File: config.mk
export PLATFORM = sky130hd
export DESIGN_NAME = byte_transmitter
export DESIGN_NICKNAME = d
export VERILOG_FILES = /design/src/rtl/byte_transmitter.sv
export SDC_FILE = /design/constraint.sdc
export NUM_CORES = 1
export LEC_CHECK = 0
export CAP_MARGIN = 20
export CORE_MARGIN = 10
export CORE_UTILIZATION = 41
export DETAILED_ROUTE_END_ITERATION = 8
export HOLD_SLACK_MARGIN = 0.12
export PLACE_DENSITY = 0.92
export SYNTH_ARGS = -nofsm -noshare
export SYNTH_HDL_FRONTEND = slang
export SYNTH_SLANG_ARGS = --single-unit
File: constraint.sdc
create_clock -name clk_tck -period 3.05 [get_ports clk_tck]
set_clock_uncertainty 0.05 [all_clocks]
set_input_delay 0.305 -clock clk_tck [delete_from_list [all_inputs] [get_ports clk_tck]]
set_output_delay 0.305 -clock clk_tck [all_outputs]
set_load 0.02 [all_outputs]
File: src/rtl/byte_transmitter.sv
// Registered serializer: shifts a WIDTH-bit word out one bit per enabled TCK edge with a sticky done flag.
// Define BYTE_TRANSMITTER_MSB_FIRST_EN to send in[WIDTH-1] first; the default order is LSB first.
module byte_transmitter #(
  parameter int WIDTH = 32
) (
  input  logic             clk_tck,
  input  logic             trst_n,
  input  logic             enable,
  input  logic [WIDTH-1:0] in,
  output logic             out,
  output logic             done
);

  localparam int CW = $clog2(WIDTH) + 1;
  localparam int IW = $clog2(WIDTH);

  logic [CW-1:0]    cnt;
  logic [WIDTH-1:0] ordered;
  logic             sel_bit;
  logic             word_end;
  logic             last_bit;

`ifdef BYTE_TRANSMITTER_MSB_FIRST_EN
  // Reverse the word once so the counter always walks the index upward.
  for (genvar g = 0; g < WIDTH; g++) begin : g_rev
    assign ordered[g] = in[WIDTH-1-g];
  end
`else
  assign ordered = in;
`endif

  always_comb begin
    sel_bit  = ordered[cnt[IW-1:0]];
    word_end = (cnt == CW'(WIDTH));
    last_bit = (cnt == CW'(WIDTH - 1));
  end

  always_ff @(posedge clk_tck or negedge trst_n) begin
    if (!trst_n) begin
      cnt  <= '0;
      out  <= 1'b0;
      done <= 1'b0;
    end else if (enable) begin
      if (!word_end) begin
        out  <= sel_bit;
        cnt  <= cnt + CW'(1);
        done <= last_bit;
      end else begin
        out  <= 1'b0;
      end
    end
  end

endmodule

Word-level counts from Yosys, hierarchy flattened
Cells that the tools add are included.

Bitwise logic cells: 1. Magnitude comparators: 1. Mux-type cells: 3. $add $sub $neg: 1. Reduce and logical (&&, ||, !) cells: 1. Equal/unequal tests: 2.

Operators with widths (number): adder 6 x 1 -> 6 bit, second input constant (1); == test 6 x 5 -> 1 bit, second input constant (1); == test 6 bit, second input constant (1); less-than comparator 5 x 6 -> 1 bit, second input constant (1); binary-select mux 1 bit (select 5 bit) (1); two-way mux 1 bit (2); AND reduction 2 bit (1); NOT 1 bit (1).

Logic and storage cells: 12. Output and inout bits: 2. Input bits: 35. Register bits after elaboration: 8.

Longest topological paths before layout
Gate-level depths: netlist of the first run.

Depth after elaboration: 3. Mapped depth: 8. Mapped depth without buffers: 6.

Worst setup path before layout of the first run
No wires, ideal clock.

Kind: reg-to-reg. Start: register cnt[0]. End: register cnt[1]. Data required time: 2875 ps. Cell stages (with the launch flop): 8. Setup time: 125 ps. Path buffers: 2. Arrival: 1590 ps. Setup slack: 1285 ps. Period minus slack after synthesis: 1765 ps. Cells stage by stage: dfrtp_1 -> buf_6 -> buf_4 -> inv_1 -> ha_1 -> nand4bb_1 -> o21ai_1 -> mux2_2.

Word-level cells in the longest chain between the ends: 3. Elaborated cells between the ends (all ways): 4. Those cells by class: 1 x add/sub; 1 x eq/ne; 1 x bitwise; 1 x reduce/logical.

Ends and longest elaborated chain: start, declared (RTL line 17) `logic [CW-1:0] cnt;`; start signal, assigned (RTL line 46) `cnt <= cnt + CW'(1);`; branches (longest 3 deep; another with adder 6 x 1 -> 6 bit).

Parallel ways; which one is timed is not known. A chain may end at the register's enable or synchronous reset.

Worst setup path after layout of the first run
Start: register cnt[0]. End: register out.

Word-level cells in the longest chain between the ends: 3. Elaborated cells between the ends (all ways): 4. Those cells by class: 1 x eq/ne; 3 x mux.

Ends and longest elaborated chain: binary-select mux 1 bit (select 5 bit) (RTL line 33) `sel_bit = ordered[cnt[IW-1:0]];`; two-way mux 1 bit (not written as such) (RTL line 33); two-way mux 1 bit * (RTL line 44) `if (!word_end) begin`; end signal, assigned (RTL line 45) `out <= sel_bit;`; end, declared (RTL line 10) `output logic out,`.

Mark *: on every way between the ends. The rest lies on a longest branch, timed or not. The select of a mux whose other input is x is not followed.

==> flow_summary.toml, run 1 <==
[outcome]
status = "completed"

[place]
place.gp.congestion = 0.803
port_buffers = 36
post-dp-hpwl_mm = 1.59

[grt]
antenna_found_initial = 0
grt_use_total = 0.112
grt_pass1_vias = 708
grt_start_max_net_pins = 17
grt_pass1_wl_mm = 3.18
grt-ovfl-total = 0

[job]
drv_cap = 0

[yosys]
async_reset_ff_frac = 1.00
ys_types = 29
ys_seq_area_frac = 0.294
synth_seq_cells = 8
syn-cell-area_um2 = 681
synth-edff-count = 0
synthesis.instances = 64
yosys_warnings = 0
avgSynthCellArea_um2 = 10.6
syn_nets = 101
synthFlopType = "dfrtp_1"

[cts]
cts_hold_buf = 0
cts_tree = "done"
htreeDepth = 1
cts_resized = 0
cts.clk_slew.worst_paths_ns = 0.05
cts-root-buf = "clkbuf_4"
numCtsBuffers = 3
cts_buffer_depth = 2
clk_latency_ns = 0.26
cts.sinks = 8
postCtsSetupRepairBufs = 0

[setup_path]
reg2reg_slack_ns = 0.93
critPathBufInv = 0
cp_cell_sequence = "mux4_2, and3b_1, nor4b_1, a222oi_1"
cp_slowest_stage_delay_ns = 0.81
critPathRequiredTime_ns = 3.11
worst_setup_path_start_kind = "flop"
r2r-start = "cnt[0]"
crit_slowest_cell = "dfrtp_1"
worstPathArrival_ns = 2.18
critPathTopFamily = "flip-flops"
reg2reg_to = "out"
end_kind = "flop"
reg2regPathDepth = 4
criticalPathCategory = "reg -> reg"
crit_path_max_fanout = 16

[sta]
worstMarginPinSlew_ns = 0.731
rsz0062_at_grt = "no"
setup_tns_ns = 0
drv_slew = 0
fin_crit_sh = 0.694
finalCriticalPeriod_ns = 2.12
slew_headroom = 0.512
finalSetupViolCount = 0
finalHoldViolations = 0
max_freq_mhz = 473

[die]
dieArea_um2 = 3690
core_um2 = 1540
start_util = 0.442
fp.dieW_um = 60.7
die_h_um = 60.7
core.rowCount = 14
boundaryPins = 37

[power_and_ir_drop]
p_leak_nw = 0.434
ir_drop_mv = 0.357
pwr_density_cell_nw_per_um2 = 686
power_mw = 0.722

[hold_path]
hold_class = "in -> async"

[drt]
totalWireLength_mm = 1.90
drt_iter0_markers = 9
via_per_inst = 5.85
vias = 667
dr.pass1.iters = 4
wl_per_cell_um = 16.6
postRouteAntennaNets = 0
post-route-drc-count = 0

[finish]
most-common-layout-cells = "clkdlybuf4s50_1 (36), dfrtp_1 (8), nand2_1 (7), mux2i_1 (5), nor2_1 (4)"
n_antenna_cell = 0
layout_commonest_cell = "clkdlybuf4s50_1"
area_growth_pct = 54.6
num-nets-final = 137
drive_gt1_frac = 0.0918
nFillCells = 124
[metrics by stage]
stage	util	cells	hold WS [ns]	worst slack (ns)	instance area, µm²
finish	0.683	114	0.273	0.934	1050
global route	0.683	114	0.296	0.817	1050
CTS	0.683	114	0.280	0.893	1050
detailed placement	0.668	111	0.409	0.900	1030
global placement	0.668	111	0.405	0.972	1030
floorplan	-	64	-0.0406	1.29	681
[worst max path at each step]
stage | startpoint | cells past startpoint | slack [ns] | to
floorplan | cnt[0] | 7 | 1.29 | cnt[1]
global placement | cnt[0] | 4 | 0.97 | out
detailed placement | cnt[0] | 4 | 0.90 | out
CTS | cnt[0] | 4 | 0.89 | out
global route | cnt[0] | 4 | 0.82 | out
finish | cnt[0] | 4 | 0.93 | out
[per-layer routing]
metal,up-vias,GRT usage,part of all wire
met2,31,0.186,0.49
met4,0,0.0470,0.016
met1,321,0.115,0.39
met3,4,0.0585,0.10
li1,311,-,-
met5,-,0,0
[cells by family (layout without fill, tap and decap cells)]
kind of cell | count (synthesis) | in the layout | share of synthesized area
fa+ha+maj | 2 | 2 | 0.0368
xor+xnor | 5 | 5 | 0.0643
compound gates | 7 | 7 | 0.0735
simple gates | 21 | 21 | 0.169
flops | 8 | 8 | 0.294
mux | 13 | 13 | 0.300
buf+inv | 8 | 42 | 0.0625
[flip-flops by register name (all words and copies together) (netlist names)]
register / cells
cnt: 6
done: 1
out: 1
[Yosys cell counts (2+ instances only)]
library cell,count,area (µm²)
dfrtp_1,8,200
nand2_1,7,26.3
ha_1,2,25.0
nand2b_1,2,12.5
nand4_1,2,12.5
mux4_2,3,67.6
xnor2_1,3,26.3
mux4_1,2,52.6
nor2_1,4,15.0
a31oi_1,3,18.8
xor2_1,2,17.5
inv_1,3,11.3
mux2_2,3,33.8
mux2i_1,5,50.1
[area by class of cell]
| type | count | area, µm² | area share |
|---|---|---|---|
| Clock buffer | 3 | 22.5 | 0.0214 |
| Inverter | 3 | 11.3 | 0.0107 |
| Multi-Input combinational cell | 48 | 438 | 0.416 |
| Sequential cell | 8 | 200 | 0.190 |
| Tap cell | 16 | 20.0 | 0.0190 |
| Timing Repair Buffer | 36 | 360 | 0.342 |
[where the power goes]
group	total [mW]	internal, mW	switching [mW]
sequential	0.289	0.153	0.135
combinational	0.352	0.236	0.116
clock	0.0807	0.0450	0.0357
total	0.722	0.434	0.287
Power figures use the tool's default switching activity.
==> inputs of run 2 (changes only) <==
--- a/config.mk
+++ b/config.mk
@@ -7,10 +7,10 @@
 export LEC_CHECK = 0
 export CAP_MARGIN = 20
 export CORE_MARGIN = 10
-export CORE_UTILIZATION = 41
+export CORE_UTILIZATION = 38
 export DETAILED_ROUTE_END_ITERATION = 8
 export HOLD_SLACK_MARGIN = 0.12
-export PLACE_DENSITY = 0.92
+export PLACE_DENSITY = 0.87
 export SYNTH_ARGS = -nofsm -noshare
 export SYNTH_HDL_FRONTEND = slang
 export SYNTH_SLANG_ARGS = --single-unit
==> constraint.sdc (replaced) <==
create_clock -name clk_tck -period 2.1 [get_ports clk_tck]
set_clock_uncertainty 0.05 [all_clocks]
set_input_delay 0.21 -clock clk_tck [delete_from_list [all_inputs] [get_ports clk_tck]]
set_output_delay 0.21 -clock clk_tck [all_outputs]
set_load 0.02 [all_outputs]
==> run 2 against run 1 <==
Global-route usage down 0.23 points. First-iteration DRC count shrank 22%. Clock-buffer cell count unchanged. Sequential share of layout area fell by 0.33 points. Worst hold slack got worse by 0.093 ns. Routed wire length grew 5.0%. Register-to-register slack worse by 0.74 ns.
==> flow_summary.toml, run 2 (synthesis results as in run 1) <==
[grt]
grt_pass1_vias = 706
grt_util_met2 = 0.195
grt_pass1_wl_mm = 3.53
grt_use_total = 0.109
use_met1 = 0.128
grt_start_max_net_pins = 15
grt-ovfl-total = 0
gr-usage-met3 = 0.0323
grt-busiest-layer = "met2"
antenna_found_initial = 0

[cts]
cts_resized = 0
postCtsSetupRepairBufs = 0
numCtsBuffers = 3
cts-root-buf = "clkbuf_4"
cts_hold_buf = 0
cts_buffer_depth = 2
cts.clk_slew.worst_paths_ns = 0.06
htreeDepth = 1
cts_tree = "done"
clk_latency_ns = 0.25
cts.sinks = 8

[sta]
slew_headroom = 0.715
drv_slew = 0
setup_slack_ns = 0.193
finalCriticalPeriod_ns = 1.91
setup_tns_ns = 0
finalHoldViolations = 0
max_freq_mhz = 524
fin_crit_sh = 0.908
worstMarginPinSlew_ns = 0.428
fin_hold_ws_ns = 0.180
rsz0062_at_grt = "no"
finalSetupViolCount = 0

[power_and_ir_drop]
p_leak_nw = 0.439
pwr_density_cell_nw_per_um2 = 989
ir_drop_mv = 0.708

[finish]
drive_gt1_frac = 0.101
layout_commonest_cell = "clkdlybuf4s50_1"
top_regs = "cnt x6, done x1, out x1"
n_antenna_cell = 0
area_growth_pct = 57.4
most-common-layout-cells = "clkdlybuf4s50_1 (36), dfrtp_1 (8), nand2_1 (7), mux2i_1 (5), nor2_1 (4)"
instances_no_fill = 124
num-nets-final = 138
top_register = "cnt"
largest_register_ffs = 6
nFillCells = 154

[setup_path]
worstPathArrival_ns = 2.00
reg2reg_to = "cnt[1]"
reg2regPathDepth = 6
end_kind = "flop"
crit_path_max_fanout = 10
critPathRequiredTime_ns = 2.19
reg2reg_slack_ns = 0.19
criticalPathCategory = "reg -> reg"
worst_setup_path_start_kind = "flop"
r2r-start = "cnt[0]"

[die]
fp.dieW_um = 62.3
core_um2 = 1710
boundaryPins = 37
start_util = 0.399
dieArea_um2 = 3880
core.rowCount = 15
die_h_um = 62.3

[hold_path]
hold_class = "in -> async"

[drt]
vias = 634
postRouteAntennaNets = 0
drt_iter0_markers = 7
via_per_inst = 5.11
post-route-drc-count = 0
totalWireLength_mm = 1.99
wl_per_cell_um = 16.1
dr.pass1.iters = 4

[outcome]
status = "completed"

[place]
port_buffers = 36
place.gp.congestion = 0.853
pre_cts_ws_ns = 0.159
place_inst = 121
post-dp-hpwl_mm = 1.70

[job]
drv_cap = 0
-- run 2: cell types whose count changed in the layout (fill, tap and decap cells not counted) --
cell	before	now
buf_4	0	1
-- run 2: stage by stage --
| stage | power (mW) | cell area, µm² | util |
|---|---|---|---|
| floorplan | 0.801 | 681 | - |
| global route | 1.17 | 1070 | 0.627 |
| detailed placement | 0.953 | 1050 | 0.614 |
| finish | 1.06 | 1070 | 0.627 |
| global placement | 0.929 | 1050 | 0.614 |
| CTS | 1.07 | 1070 | 0.627 |
-- run 2: power breakdown --
part           switching, mW  internal [mW]  total, mW
combinational          0.212          0.355      0.566
clock                 0.0486         0.0651      0.114
sequential             0.156          0.223      0.379
total                  0.416          0.643       1.06
-- run 2: layout make-up --
class                   instances  area [µm²]  area share
multi-input cells              48         438       0.409
repair buffers                 37         368       0.343
flip-flops and latches          8         200       0.187
well taps                      25        31.3      0.0292
clock buffers                   3        22.5      0.0210
inverters                       3        11.3      0.0105
-- run 2: how the worst max path moves through the flow --
stage	startpoint	end
finish	cnt[0]	cnt[1]
global route	cnt[0]	cnt[1]
CTS	cnt[0]	cnt[1]
detailed placement	cnt[0]	cnt[1]
global placement	cnt[0]	cnt[1]
floorplan	cnt[0]	cnt[1]
-- run 2: metal layers --
layer,wire length (µm),part of all wire
met1,874,0.44
met2,1040,0.52
met3,76,0.038
met4,0,0
met5,0,0
-- run 2: worst max-delay path: stages (launching register included) --
cell       delay [ns]
dfrtp_1          0.48
buf_4            0.24
inv_1            0.07
ha_1             0.15
nand4bb_1        0.09
o21ai_1          0.33
mux2_2           0.38
==> edit, RTL diff (flow settings as in run 1) <==
One comparison of `cnt` changes from == to >=.
--- a/src/rtl/byte_transmitter.sv
+++ b/src/rtl/byte_transmitter.sv
@@ -34,3 +34,3 @@
     word_end = (cnt == CW'(WIDTH));
-    last_bit = (cnt == CW'(WIDTH - 1));
+    last_bit = (cnt >= CW'(WIDTH - 1));
   end
Check against the original RTL: same outputs for any inputs over 10 cycles, from zero or initial values and one cycle with trst_n low; that may be too few to reach the edited logic, so the function may still have changed.
==> edit against run 1 <==
Cell area is 1.1% lower; worst setup slack worse by 0.093 ns; maximum frequency shrank 4.2%; critical path depth unchanged; power up 2.9%; wire length shrank 2.0%; sequential power increased by 1%; area after synthesis decreased by 2.4%; critical endpoint unchanged; hold slack improved by 0.0066 ns; synthesized cell count fell by 11%; highest routed layer unchanged; sequential cell count is the same; die area fell by 1.6%.
==> edit: results <==
[synth]
ys_seq_area_share_pct = 30.1
synthAdderAreaFrac_pct = 3.77
synth.distinct_cells = 30
synth_async_sr_flop_share_pct = 100
synth.top_cells.by_area = "dfrtp_1 30%, mux4_2 14%, mux4_1 7.9%"
synth_most_common_cell = "dfrtp_1"
synth-compound-area-share_pct = 14.1
synth_mux_area_share_pct = 29.2
synthXorXnorAreaFrac_pct = 6.59
yosys_warnings = 0
synthesis.nets = 94

[clock_network]
cts.path.max_buffers = 2
post_cts_buffers = 0
ctsResizeCount = 0
clk_pin_slew_ns = 0.06

[route]
wire_per_inst_microns = 17.2
drt-vias-per-instance = 5.73
initialDrtViolationCount = 5
first_pass_iters = 3

[critical_path]
cp_slowest_stage_delay_ns = 0.72
crit_slowest_cell = "dfrtp_1"
cp_max_fo = 13
cpLargestDelayFamily = "multiplexers"

[global_routing]
grt_overflow = 0
grt_max_degree = 15
grt_pass1_vias = 633
grt_pass1_wl_mm = 3.01
grt.total_usage_pct = 10.8

[sta]
finalHoldViolations = 0
slew_headroom_pct = 59.8

[place]
dp_hpwl_mm = 1.50
dpl_cell_area_sq_mm = 0.00102
place_congestion = 0.797

[outcome]
outcome = "completed"

[final_layout]
layout-drive-gt1-share_pct = 10.9
nFillCells = 115
fin_nets = 131

[power_and_ir_drop]
leakagePower_uw = 0.000415
ir_drop_v = 0.000595
## edit: cell types whose count changed after synthesis, sizes merged, moves of 2 or more
cell and change:
nand2 -3, a31oi -2, buf -2, mux2 -2
nand2b -2, nor2 -2, nor2b +2
## edit: worst register-to-register path: cells and delay by family, from the launching register on
family,cells,cell delay (ns)
mux,2,0.91
compound gates,2,0.41
flops,1,0.72
## edit: cell families (layout without fill, tap and decap cells)
kind of cell               Yosys count  count (layout)
AOI/OAI and AO/OA                   11              11
xor gates and xnor gates             5               5
adders and majority gates            2               2
buffers and inverters                8              43
DFF                                  8               8
muxes                               11              11
and+or+nand+nor                     12              12
## edit: through the flow
stage	util, %	std cells	setup WS, ns	hold slack [ns]	power, uW
after global routing	68.3	108	0.656	0.290	803
after CTS	68.3	108	0.793	0.274	749
after global placement	66.8	105	0.847	0.438	649
after detailed placement	66.8	105	0.803	0.456	661
final	68.3	108	0.841	0.279	742
after floorplan	-	57	1.27	-0.0406	566
## edit: final cells by class
type	instances	area share, %
flip-flops and latches	8	19.2
well taps	16	1.92
clock buffers	3	2.16
inverters	4	1.44
multi-input cells	41	40.6
repair buffers	36	34.6
## edit: report_power, final
group	internal (uW)	switching [uW]	leakage, uW
combinational	248	117	0.000305
clock	45.2	39.2	0.0000138
sequential	155	138	0.0000967
total	448	294	0.000415
## edit: metal layers
layer  GRT usage [%]  vias to the layer above  wire length, microns
li1                -                      293                     -
met1            11.1                      304                   674
met2            18.2                       18                  1000
met3            5.08                        4                   161
met4            4.81                        0                    19
met5               0                        -                     0
## edit: final timing paths
| path | from | end | slack [ns] | cells past startpoint |
|---|---|---|---|---|
| min in group clk_tck | cnt[5] | cnt[5] | 0.47 | 1 |
| hold / removal | trst_n | cnt[1] | 0.28 | 1 |
| max in group asynchronous | trst_n | cnt[2] | 2.39 | 1 |
| hold reg to reg | cnt[5] | cnt[5] | 0.47 | 1 |
| setup / recovery | cnt[0] | out | 0.84 | 4 |
| setup reg to reg | cnt[0] | out | 0.84 | 4 |
